File: src/rtl/prio_arbiter_rr.sv
// N-way arbiter with a registered grant that is held until acknowledged.
// mode=0 gives fixed priority (highest index wins).
// mode=1 gives round-robin, searching downward from a pointer with wrap-around.
module prio_arbiter_rr #(
  parameter  int N = 4,
  localparam int W = (N > 1) ? $clog2(N) : 1
) (
  input  logic         clk,
  input  logic         rst_n,
  input  logic [N-1:0] req,
  input  logic         mode,
  input  logic         ack,
  output logic         grant_valid,
  output logic [W-1:0] grant_idx,
  output logic [N-1:0] grant_onehot
);

  typedef enum logic {
    IDLE  = 1'b0,
    GRANT = 1'b1
  } state_t;

  localparam logic [W-1:0] PTR_RESET  = W'(N - 1);
  localparam logic [N-1:0] ONEHOT_ONE = N'(1);

  state_t       state_q, state_d;
  logic [W-1:0] ptr_q, ptr_d;
  logic         grant_valid_q, grant_valid_d;
  logic [W-1:0] grant_idx_q, grant_idx_d;
  logic [N-1:0] grant_onehot_q, grant_onehot_d;

  // An ack only counts while a grant is actually held.
  logic         ack_edge;
  // Pointer after serving the current grant: the served index gets lowest priority.
  logic [W-1:0] ptr_served;
  // Pointer value the winner search starts from at this edge.
  logic [W-1:0] ptr_use;
  logic         arb_point;
  logic [W-1:0] win_idx;

  assign ack_edge   = (state_q == GRANT) && ack;
  assign ptr_served = (grant_idx_q == '0) ? PTR_RESET : (grant_idx_q - W'(1));
  assign ptr_use    = ack_edge ? ptr_served : ptr_q;
  assign arb_point  = (state_q == IDLE) || ack_edge;

  // Winner selection: a pure function of req, mode and ptr_use.
  always_comb begin
    logic         found;
    int           pos_int;
    logic [W-1:0] pos;
    found   = 1'b0;
    pos_int = 0;
    pos     = '0;
    win_idx = '0;
    if (!mode) begin
      // Later (higher) indices overwrite earlier ones, so the highest set bit wins.
      for (int i = 0; i < N; i++) begin
        if (req[i]) begin
          win_idx = W'(i);
        end
      end
    end else begin
      // Search ptr, ptr-1, ..., 0, N-1, ..., ptr+1 and take the first set bit.
      for (int k = 0; k < N; k++) begin
        pos_int = int'(ptr_use) - k;
        if (pos_int < 0) begin
          pos_int = pos_int + N;
        end
        pos = W'(pos_int);
        if (!found && req[pos]) begin
          found   = 1'b1;
          win_idx = pos;
        end
      end
    end
  end

  // Next-state logic: hold the grant until ack, re-arbitrate at arbitration points.
  always_comb begin
    state_d        = state_q;
    ptr_d          = ptr_q;
    grant_valid_d  = grant_valid_q;
    grant_idx_d    = grant_idx_q;
    grant_onehot_d = grant_onehot_q;

    if (ack_edge) begin
      ptr_d = ptr_served;
    end

    if (arb_point) begin
      if (|req) begin
        state_d        = GRANT;
        grant_valid_d  = 1'b1;
        grant_idx_d    = win_idx;
        grant_onehot_d = ONEHOT_ONE << win_idx;
      end else begin
        state_d        = IDLE;
        grant_valid_d  = 1'b0;
        grant_idx_d    = '0;
        grant_onehot_d = '0;
      end
    end
  end

  // State and output registers; reset drops any held grant immediately.
  always_ff @(posedge clk) begin
    if (!rst_n) begin
      state_q        <= IDLE;
      ptr_q          <= PTR_RESET;
      grant_valid_q  <= 1'b0;
      grant_idx_q    <= '0;
      grant_onehot_q <= '0;
    end else begin
      state_q        <= state_d;
      ptr_q          <= ptr_d;
      grant_valid_q  <= grant_valid_d;
      grant_idx_q    <= grant_idx_d;
      grant_onehot_q <= grant_onehot_d;
    end
  end

  assign grant_valid  = grant_valid_q;
  assign grant_idx    = grant_idx_q;
  assign grant_onehot = grant_onehot_q;

endmodule

File: config.mk
export PLATFORM = sky130hd
export DESIGN_NAME = prio_arbiter_rr
export DESIGN_NICKNAME = d
export VERILOG_FILES = /design/src/rtl/prio_arbiter_rr.sv
export SDC_FILE = /design/constraint.sdc
export NUM_CORES = 1
export LEC_CHECK = 0
export BUFFER_PORTS_ARGS = -buffer_cell sky130_fd_sc_hd__clkbuf_2
export CORE_UTILIZATION = 25
export CTS_CLUSTER_SIZE = 24
export DETAILED_ROUTE_END_ITERATION = 7
export PLACE_DENSITY = 0.54
export SYNTH_ARGS = -nofsm -noshare
export SYNTH_HDL_FRONTEND = slang
export SYNTH_SLANG_ARGS = --single-unit
File: constraint.sdc
create_clock -name clk -period 2.76 [get_ports clk]
set_input_delay 0.276 -clock clk [delete_from_list [all_inputs] [get_ports clk]]
set_output_delay 0.276 -clock clk [all_outputs]
set_load 0.01 [all_outputs]
Word-level counts from Yosys, hierarchy flattened
Cells that the tools add are included.
- register bits: 9
- bits of input ports: 8
- output and inout bits: 7
- word-level logic and storage cells: 67
- add/sub/neg operators: 8
- magnitude comparators: 8
- shift operators: 1
- mux-type cells: 35
- bitwise logic cells: 1
- reduce and logical (&&, ||, !) cells: 10
- operators by type and width (kind ; number):
    $mux 2 ; 18
    $lt 2x3->1 const B ; 4
    $mux 1 ; 12
    $lt 3x1->1 const B ; 3
    $add 2x1->2 const B ; 4
    $bmux 1 s2 ; 4
    $sub 2x2->3 const B ; 2
    $logic_and 1x1->1 ; 4
    $mux 4 ; 1
    $reduce_or 4->1 ; 1
    $shl 1x2->4 const A ; 1
    $logic_not 1->1 ; 3
    $sub 2x1->3 const B ; 1
    $logic_not 2->1 ; 1
    $lt 2x1->1 const B ; 1
    $sub 2x1->2 const B ; 1
    $logic_or 1x1->1 ; 1
    $not 1->1 ; 1

Depth between registers and ports, before layout
Gate-level depths: netlist of the first run.
- depth after elaboration: 24
- mapped depth: 8
- mapped depth without buffers: 8

Worst setup path before layout of the first run
OpenSTA, ideal clock, no wires.
- path kind: flip-flop to flip-flop
- start: reg grant_idx_q[0], in the netlist grant_idx[0]
- end: reg grant_onehot_q[1], in the netlist grant_onehot[1]
- setup time: 0.096 ns
- arrival time: 2.023 ns
- required time: 2.664 ns
- setup slack: 0.642 ns
- stages on the path, launching flop included: 9
- path buffers: 0
- period minus slack after synthesis: 2.118 ns
- cell sequence: dfxtp_1 inv_1 ha_1 and3b_1 or2_4 o21ai_2 a211oi_1 a221o_1 o41ai_2
- word-level cells in the longest chain between the ends: 24
- elaborated cells between the ends (all ways): 50
- classes of those cells: add/sub: 8; order compare: 4; shift: 1; mux: 30; reduce/logical: 7
- ends and longest elaborated chain (what ; line ; source):
    start: declaration ; 29 ; logic [W-1:0] grant_idx_q, grant_idx_d;
    start signal: assignment ; 117 ; grant_idx_q <= grant_idx_d;
    $sub 2x1->2 or $logic_not 2->1 (tied branches) ; 42 ; assign ptr_served = (grant_idx_q == '0) ? PTR_RESET : (grant_idx_q - W'(1));
    $mux 2 (*) ; 42 ;
    $mux 2 (*) ; -- ;
    branches (longest 17 deep; another with $sub 2x1->3) ; -- ;
    $mux 2 (*) ; 70 ; if (!found && req[pos]) begin
    $mux 2 (*) ; 55 ; if (!mode) begin
    $shl 1x2->4 (*) ; 95 ; grant_onehot_d = ONEHOT_ONE << win_idx;
    $mux 4 (*) ; 91 ; if (|req) begin
    end signal: assignment ; 118 ; grant_onehot_q <= grant_onehot_d;
    end: declaration ; 30 ; logic [N-1:0] grant_onehot_q, grant_onehot_d;
Every way passes the cells marked *. The select of a mux whose other input is x is not followed.
A chain may end at the register's enable or synchronous reset.

Worst setup path in the final report of the first run
Same ends and word-level chain as after synthesis.

==> metrics.md, run 1 <==
| Metric | Value |
|---|---|
| Die area | `2467 µm²` |
| Postcts setup bufs | `0` |
| RSZ-0062 raised after global routing | `no` |
| Num ports | `15` |
| Clk slew on worst S/H paths | `60 ps` |
| Hold path start | `rst_n` |
| Total negative slack | `0 ps` |
| Share of layout cells above drive strength 1 | `26.44%` |
| Worst VDD drop | `0.2048 mV` |
| Psw | `0.1011 mW` |
| Initial Utilization | `27.82%` |
| Period minus WS final | `2272 ps` |
| Initial DRC count | `23` |
| LEAKAGE | `0.3104 nW` |
| Origin of the critical flop-to-flop path | `grant_idx[0]` |
| Worst hold stages | `2` |
| Clock Skews | `3.061 ps` |
| Crit-path cells | `inv_1, ha_1, and3b_1, or2_4, o21ai_2, a211oi_1, a221o_1, o41ai_2` |
| Worst-margin pin slew | `518.2 ps` |
| Synthesized net count | `79` |
| Fin worst setup slack | `487.6 ps` |
| Total gr overflow | `0` |
| Final period util | `82.33%` |
| Status | `completed` |
| Power Internal | `0.2353 mW` |
| Part of the power in combinational logic | `26.6%` |
| CP Launch Point | `grant_idx[0]` |
| Fin area | `693.2 µm²` |
| Core region area | `2042 µm²` |
| # port buffers | `14` |
| Area Overhead vs Synth | `22.03%` |
| FF-to-FF path depth | `8` |
| Post-DP Area | `666.9 µm²` |
| Sw Share | `30.06%` |
| Vias in the first global route | `477` |
| Clock Sinks | `9` |
| CP Class | `flop to flop` |
| Antenna Nets Post-Route | `0` |
| FMAX | `0.4401 GHz` |
| Detailed placement HPWL | `1.046 mm` |
| Place WS | `536.9 ps` |
| Final hold vios | `0` |
| DRC | `0` |
| Flops & latches, synth | `9` |
| Max incr delay on CP | `370 ps` |
| Post-CTS Hold Fix Bufs | `0` |
| Register area share after synthesis | `31.72%` |
| Global-route wire length before repair | `2.132 mm` |
| Worst Setup Start Kind | `flop` |
| WP data required | `2920 ps` |
| DIE HEIGHT | `49.67 µm` |
| Worst Path Buf+Inv | `1` |
| Initial antenna violation count | `0` |
| GP Congestion | `0.8243` |
| Root Driver | `clkbuf_4` |
| Min-Delay Path Class | `input pin to flop` |
| Inserted Clock Buffers | `3` |
| Synth Instances | `70` |
| Netlist cell types | `33` |
| Syn avg cell area | `8.115 µm²` |
| Clk_lat worst skew | `260 ps` |
| TritonCTS clock tree | `done` |
| Levels on crit path | `8` |
| Critical Path End Type | `flop` |
| Largest net degree at the start of global routing | `11` |
| CP arrival | `2430 ps` |
| Number of core rows | `16` |
| Cell area after synthesis | `568.0 µm²` |
| WL final | `1.327 mm` |
| Seq pwr share | `43.9%` |
| Max H-tree Level | `1` |
| Hold WS | `208.9 ps` |
| Avg Vias per Cell | `5.123` |
| CP max stage cell | `dfxtp_1` |
| Endpoints failing setup | `0` |
| Clock Power Share | `29.5%` |
| Final Net Count | `97` |
| Max cap viols | `0` |
| Max FO, Critical Path | `5` |
| Gr usage total | `11.81%` |
| Warnings, synthesis | `0` |
| Via count | `584` |
| Pins over their slew limit | `0` |
| Detailed Routing Iterations Pass 1 | `4` |
| Top Family by Delay on Critical Path | `compound AO/OA/AOI/OAI gates` |
| CTS Buffer Depth | `2` |
| Wirelength per Cell | `11.64 µm` |
| Die X | `49.67 µm` |
| Ant. Diodes | `0` |
| CTS resizes | `0` |
| Pwr Density | `485.4 nW/µm²` |
| Max-slew headroom | `65.18%` |
## flip-flops by register name, summed over array words and instances (netlist names)
| register | flops |
|---|---|
| ptr_q | 2 |
| grant_valid | 1 |
| grant_onehot | 4 |
| grant_idx | 2 |
## metrics by stage
step	util [%]	instances	power [mW]
finish	33.95	114	0.3365
global route	33.95	114	0.3607
CTS	33.95	114	0.3404
detailed placement	32.66	110	0.2394
global placement	32.66	110	0.2407
floorplan	-	70	0.2115
## power groups by stage
stage / sequential, mW / combinational, mW / clock [mW]
detailed placement: 0.151 / 0.0889 / 0
global route: 0.149 / 0.100 / 0.111
floorplan: 0.153 / 0.0583 / 0
CTS: 0.148 / 0.0898 / 0.103
finish: 0.148 / 0.0895 / 0.0993
global placement: 0.150 / 0.0903 / 0
## placed cells by master (no fill, tap or decap), types with 2 or more instances in the layout
master / count
a21o_1: 2
o21ai_0: 2
clkbuf_4: 3
a22o_1: 2
inv_1: 4
nand2_1: 8
a21oi_1: 4
clkbuf_2: 14
nor2_1: 7
a211oi_1: 3
nor2b_1: 2
dfxtp_1: 9
nor3_1: 5
## path summary, 6_finish.rpt
check | endpoint | slack, ps
min | ptr_q[1] | 210
max reg2reg | grant_onehot[1] | 490
max | grant_onehot[1] | 490
min reg2reg | grant_onehot[0] | 470
## area by class of cell
class	instances	area (µm²)
Clock buffer	4	26.28
Fill cell	222	1349
Inverter	4	15.01
Multi-Input combinational cell	56	367.9
Sequential cell	9	180.2
Tap cell	27	33.78
Timing Repair Buffer	14	70.07
## cell usage after synthesis
library cell | count | share of area, %
a2111oi_0 | 1 | 1.5
a211oi_1 | 3 | 4.0
a21boi_2 | 1 | 2.0
a21o_1 | 2 | 2.6
a21oi_1 | 4 | 3.5
a221o_1 | 1 | 1.8
a22o_1 | 2 | 3.1
a22oi_1 | 1 | 1.3
a32o_1 | 1 | 1.8
a32oi_1 | 1 | 1.5
and2_1 | 1 | 1.1
and2b_1 | 1 | 1.3
and3b_1 | 1 | 1.5
clkbuf_2 | 1 | 0.88
dfxtp_1 | 9 | 32
ha_1 | 1 | 2.2
inv_1 | 4 | 2.6
nand2_1 | 8 | 5.3
nand2b_1 | 1 | 1.1
nand3b_1 | 1 | 1.3
nor2_1 | 7 | 4.6
nor2b_1 | 2 | 2.2
nor3_1 | 5 | 4.4
o211a_1 | 1 | 1.8
o211ai_1 | 1 | 1.3
o21ai_0 | 2 | 1.8
o21ai_2 | 1 | 1.5
o221a_2 | 1 | 2.0
o41ai_1 | 1 | 1.5
o41ai_2 | 1 | 2.9
or2_2 | 1 | 1.1
or2_4 | 1 | 1.5
or3_1 | 1 | 1.1
## per-layer routing
metal	vias to the layer above	global-route usage [%]	wire length, µm
met5	-	0	0
met4	0	7.143	24
met3	4	4.630	131
met2	26	16.89	575
met1	256	14.68	596
li1	298	-	-
## logic make-up after synthesis
| group | synth area share (%) |
|---|---|
| AOI/OAI and AO/OA | 35.91 |
| adders and majority gates | 2.202 |
| buffers and inverters | 3.523 |
| DFF | 31.72 |
| and+or+nand+nor | 26.66 |
(Power assumes the default switching activity.)
==> run 2: changes to the inputs <==
- clock period: 2.76 -> 2.2 ns (I/O delays scaled with it)
==> run 2 against run 1 <==
Critical path depth did not move. Power rose by 34%. Count of clock-buffer cells in the layout unchanged. Via count increased by 4.3%. Final cell count is 3.5% higher. First-iteration DRC count is 48% lower. Sequential power up 26%. Largest cell class unchanged. Largest power group unchanged.
==> metrics.md, run 2 (synthesis gave the netlist of run 1 again) <==
| Metric | Value |
|---|---|
| Levels on crit path | `8` |
| GP Congestion | `0.8613` |
| Pwr Density | `600.1 nW/µm²` |
| Worst Path Buf+Inv | `1` |
| Final hold vios | `0` |
| Fin area | `753.2 µm²` |
| CP max stage cell | `o41ai_2` |
| Status | `completed` |
| Largest net degree at the start of global routing | `11` |
| Clock Sinks | `9` |
| Top Family by Delay on Critical Path | `compound AO/OA/AOI/OAI gates` |
| Wirelength per Cell | `11.45 µm` |
| CP arrival | `2300 ps` |
| WP data required | `2360 ps` |
| Max FFs per register | `4` |
| Critical Path End | `grant_onehot[1]` |
| DIE HEIGHT | `49.67 µm` |
| Clk_lat worst skew | `260 ps` |
| Total power draw | `0.4520 mW` |
| Inserted Clock Buffers | `3` |
| Die area | `2467 µm²` |
| Period minus WS final | `2143 ps` |
| Area of the multi-input gates | `395.4 µm²` |
| FF-to-FF path depth | `8` |
| Total gr overflow | `0` |
| Detailed Routing Iterations Pass 1 | `4` |
| Origin of the critical flop-to-flop path | `grant_idx[0]` |
| Total negative slack | `0 ps` |
| Via count | `609` |
| Number of core rows | `16` |
| FMAX | `0.4665 GHz` |
| Post-DP Area | `674.4 µm²` |
| Die X | `49.67 µm` |
| Root Driver | `clkbuf_4` |
| Final period util | `97.43%` |
| Most common cell after layout, fill and taps aside | `clkbuf_2` |
| Flop2flop setup slack | `60 ps` |
| Storage cell area | `182.7 µm²` |
| Initial Utilization | `27.82%` |
| Detailed placement HPWL | `1.056 mm` |
| Final Net Count | `101` |
| CTS Buffer Depth | `2` |
| Filler cell count in the final layout | `231` |
| Worst Setup Start Kind | `flop` |
| Gr usage total | `11.87%` |
| Commonest cells after routing, fill and taps aside | `14 x clkbuf_2, 8 x nand2_1, 7 x nor2_1, 7 x dfxtp_1, 5 x nor3_1` |
| # port buffers | `14` |
| Max-slew headroom | `67.38%` |
| Initial antenna violation count | `0` |
| Initial DRC count | `12` |
| Global-route wire length before repair | `2.277 mm` |
| Core region area | `2042 µm²` |
| Max FO, Critical Path | `4` |
| WL final | `1.351 mm` |
| FF-to-FF End | `grant_onehot[1]` |
| Share of layout cells above drive strength 1 | `39.56%` |
| CP Launch Point | `grant_idx[0]` |
| TritonCTS clock tree | `done` |
| Critical Path End Type | `flop` |
| Clk slew on worst S/H paths | `60 ps` |
| Num ports | `15` |
| Avg Vias per Cell | `5.161` |
| Max H-tree Level | `1` |
| Worst VDD drop | `0.2307 mV` |
| CP Class | `flop to flop` |
| Antenna Nets Post-Route | `0` |
| RSZ-0062 raised after global routing | `yes` |
| Pins over their slew limit | `0` |
| Max cap viols | `0` |
| Ant. Diodes | `0` |
| DRC | `0` |
| Clock Skews | `3.405 ps` |
| Max incr delay on CP | `360 ps` |
| Area Overhead vs Synth | `32.60%` |
| Vias in the first global route | `515` |
| LEAKAGE | `0.3329 nW` |
| Worst-margin pin slew | `485.6 ps` |
| Endpoints failing setup | `0` |
| Min-Delay Path Class | `input pin to flop` |
| Crit-path cells | `inv_2, ha_4, and3b_2, or2_4, o21ai_2, a211oi_2, a221o_1, o41ai_2` |
| Post-CTS Hold Fix Bufs | `0` |
==> run 2: changes by cell type in the layout (fill, tap and decap cells not counted), moves of 2 or more <==
cell | before | now
buf_4 | 0 | 4
dfxtp_1 | 9 | 7
dfxtp_2 | 0 | 2
inv_1 | 4 | 2
inv_2 | 0 | 2
==> run 2: routing by layer <==
metal,GRT usage (%),vias to the layer above,part of all wire (%)
met5,0,-,0
met4,5.714,0,1.0
met3,1.852,2,4.4
met2,18.02,25,45
met1,16.17,272,50
li1,-,310,-
==> run 2: cell type report <==
cell class                      count  share of cell area [%]
Clock buffer                        4                   3.488
Multi-Input combinational cell     56                   52.49
Tap cell                           27                   4.485
Inverter                            4                   1.993
Timing Repair Buffer               18                   13.29
Sequential cell                     9                   24.25
==> run 2: what timing repair did <==
item,CTS,global route
buffers inserted,0,3
endpoints found under the hold margin,0,0
setup endpoints to repair,0,4
gates resized for setup,0,10
==> run 2: worst register-to-register path, stage by stage, from the launching register on <==
cell,delay [ps]
dfxtp_2,350
inv_2,50
ha_4,260
and3b_2,220
or2_4,250
o21ai_2,150
a211oi_2,80
a221o_1,340
o41ai_2,360
==> run 2: worst min-delay path by stage <==
stage                from       end  slack (ps)  cells past startpoint
floorplan           rst_n  ptr_q[0]         280                      1
detailed placement  rst_n  ptr_q[1]         420                      2
CTS                 rst_n  ptr_q[1]         160                      2
global route        rst_n  ptr_q[1]         190                      2
global placement    rst_n  ptr_q[1]         420                      2
finish              rst_n  ptr_q[0]         160                      2
==> run 2: through the flow <==
step	cells	worst slack [ps]	hold WS (ps)	util, %
6_report	118	56.55	163.5	36.89
5_1_grt	118	-7.418	190.2	36.89
4_1_cts	115	22.49	162.9	34.31
3_5_place_dp	111	58.80	424.7	33.03
3_3_place_gp	111	63.82	420.4	33.03
2_1_floorplan	70	81.67	281.9	-
==> run 2: where the power goes <==
group / switching (mW) / internal [mW]
combinational: 0.0706 / 0.0671
clock: 0.0577 / 0.0699
sequential: 0.0103 / 0.176
total: 0.139 / 0.313
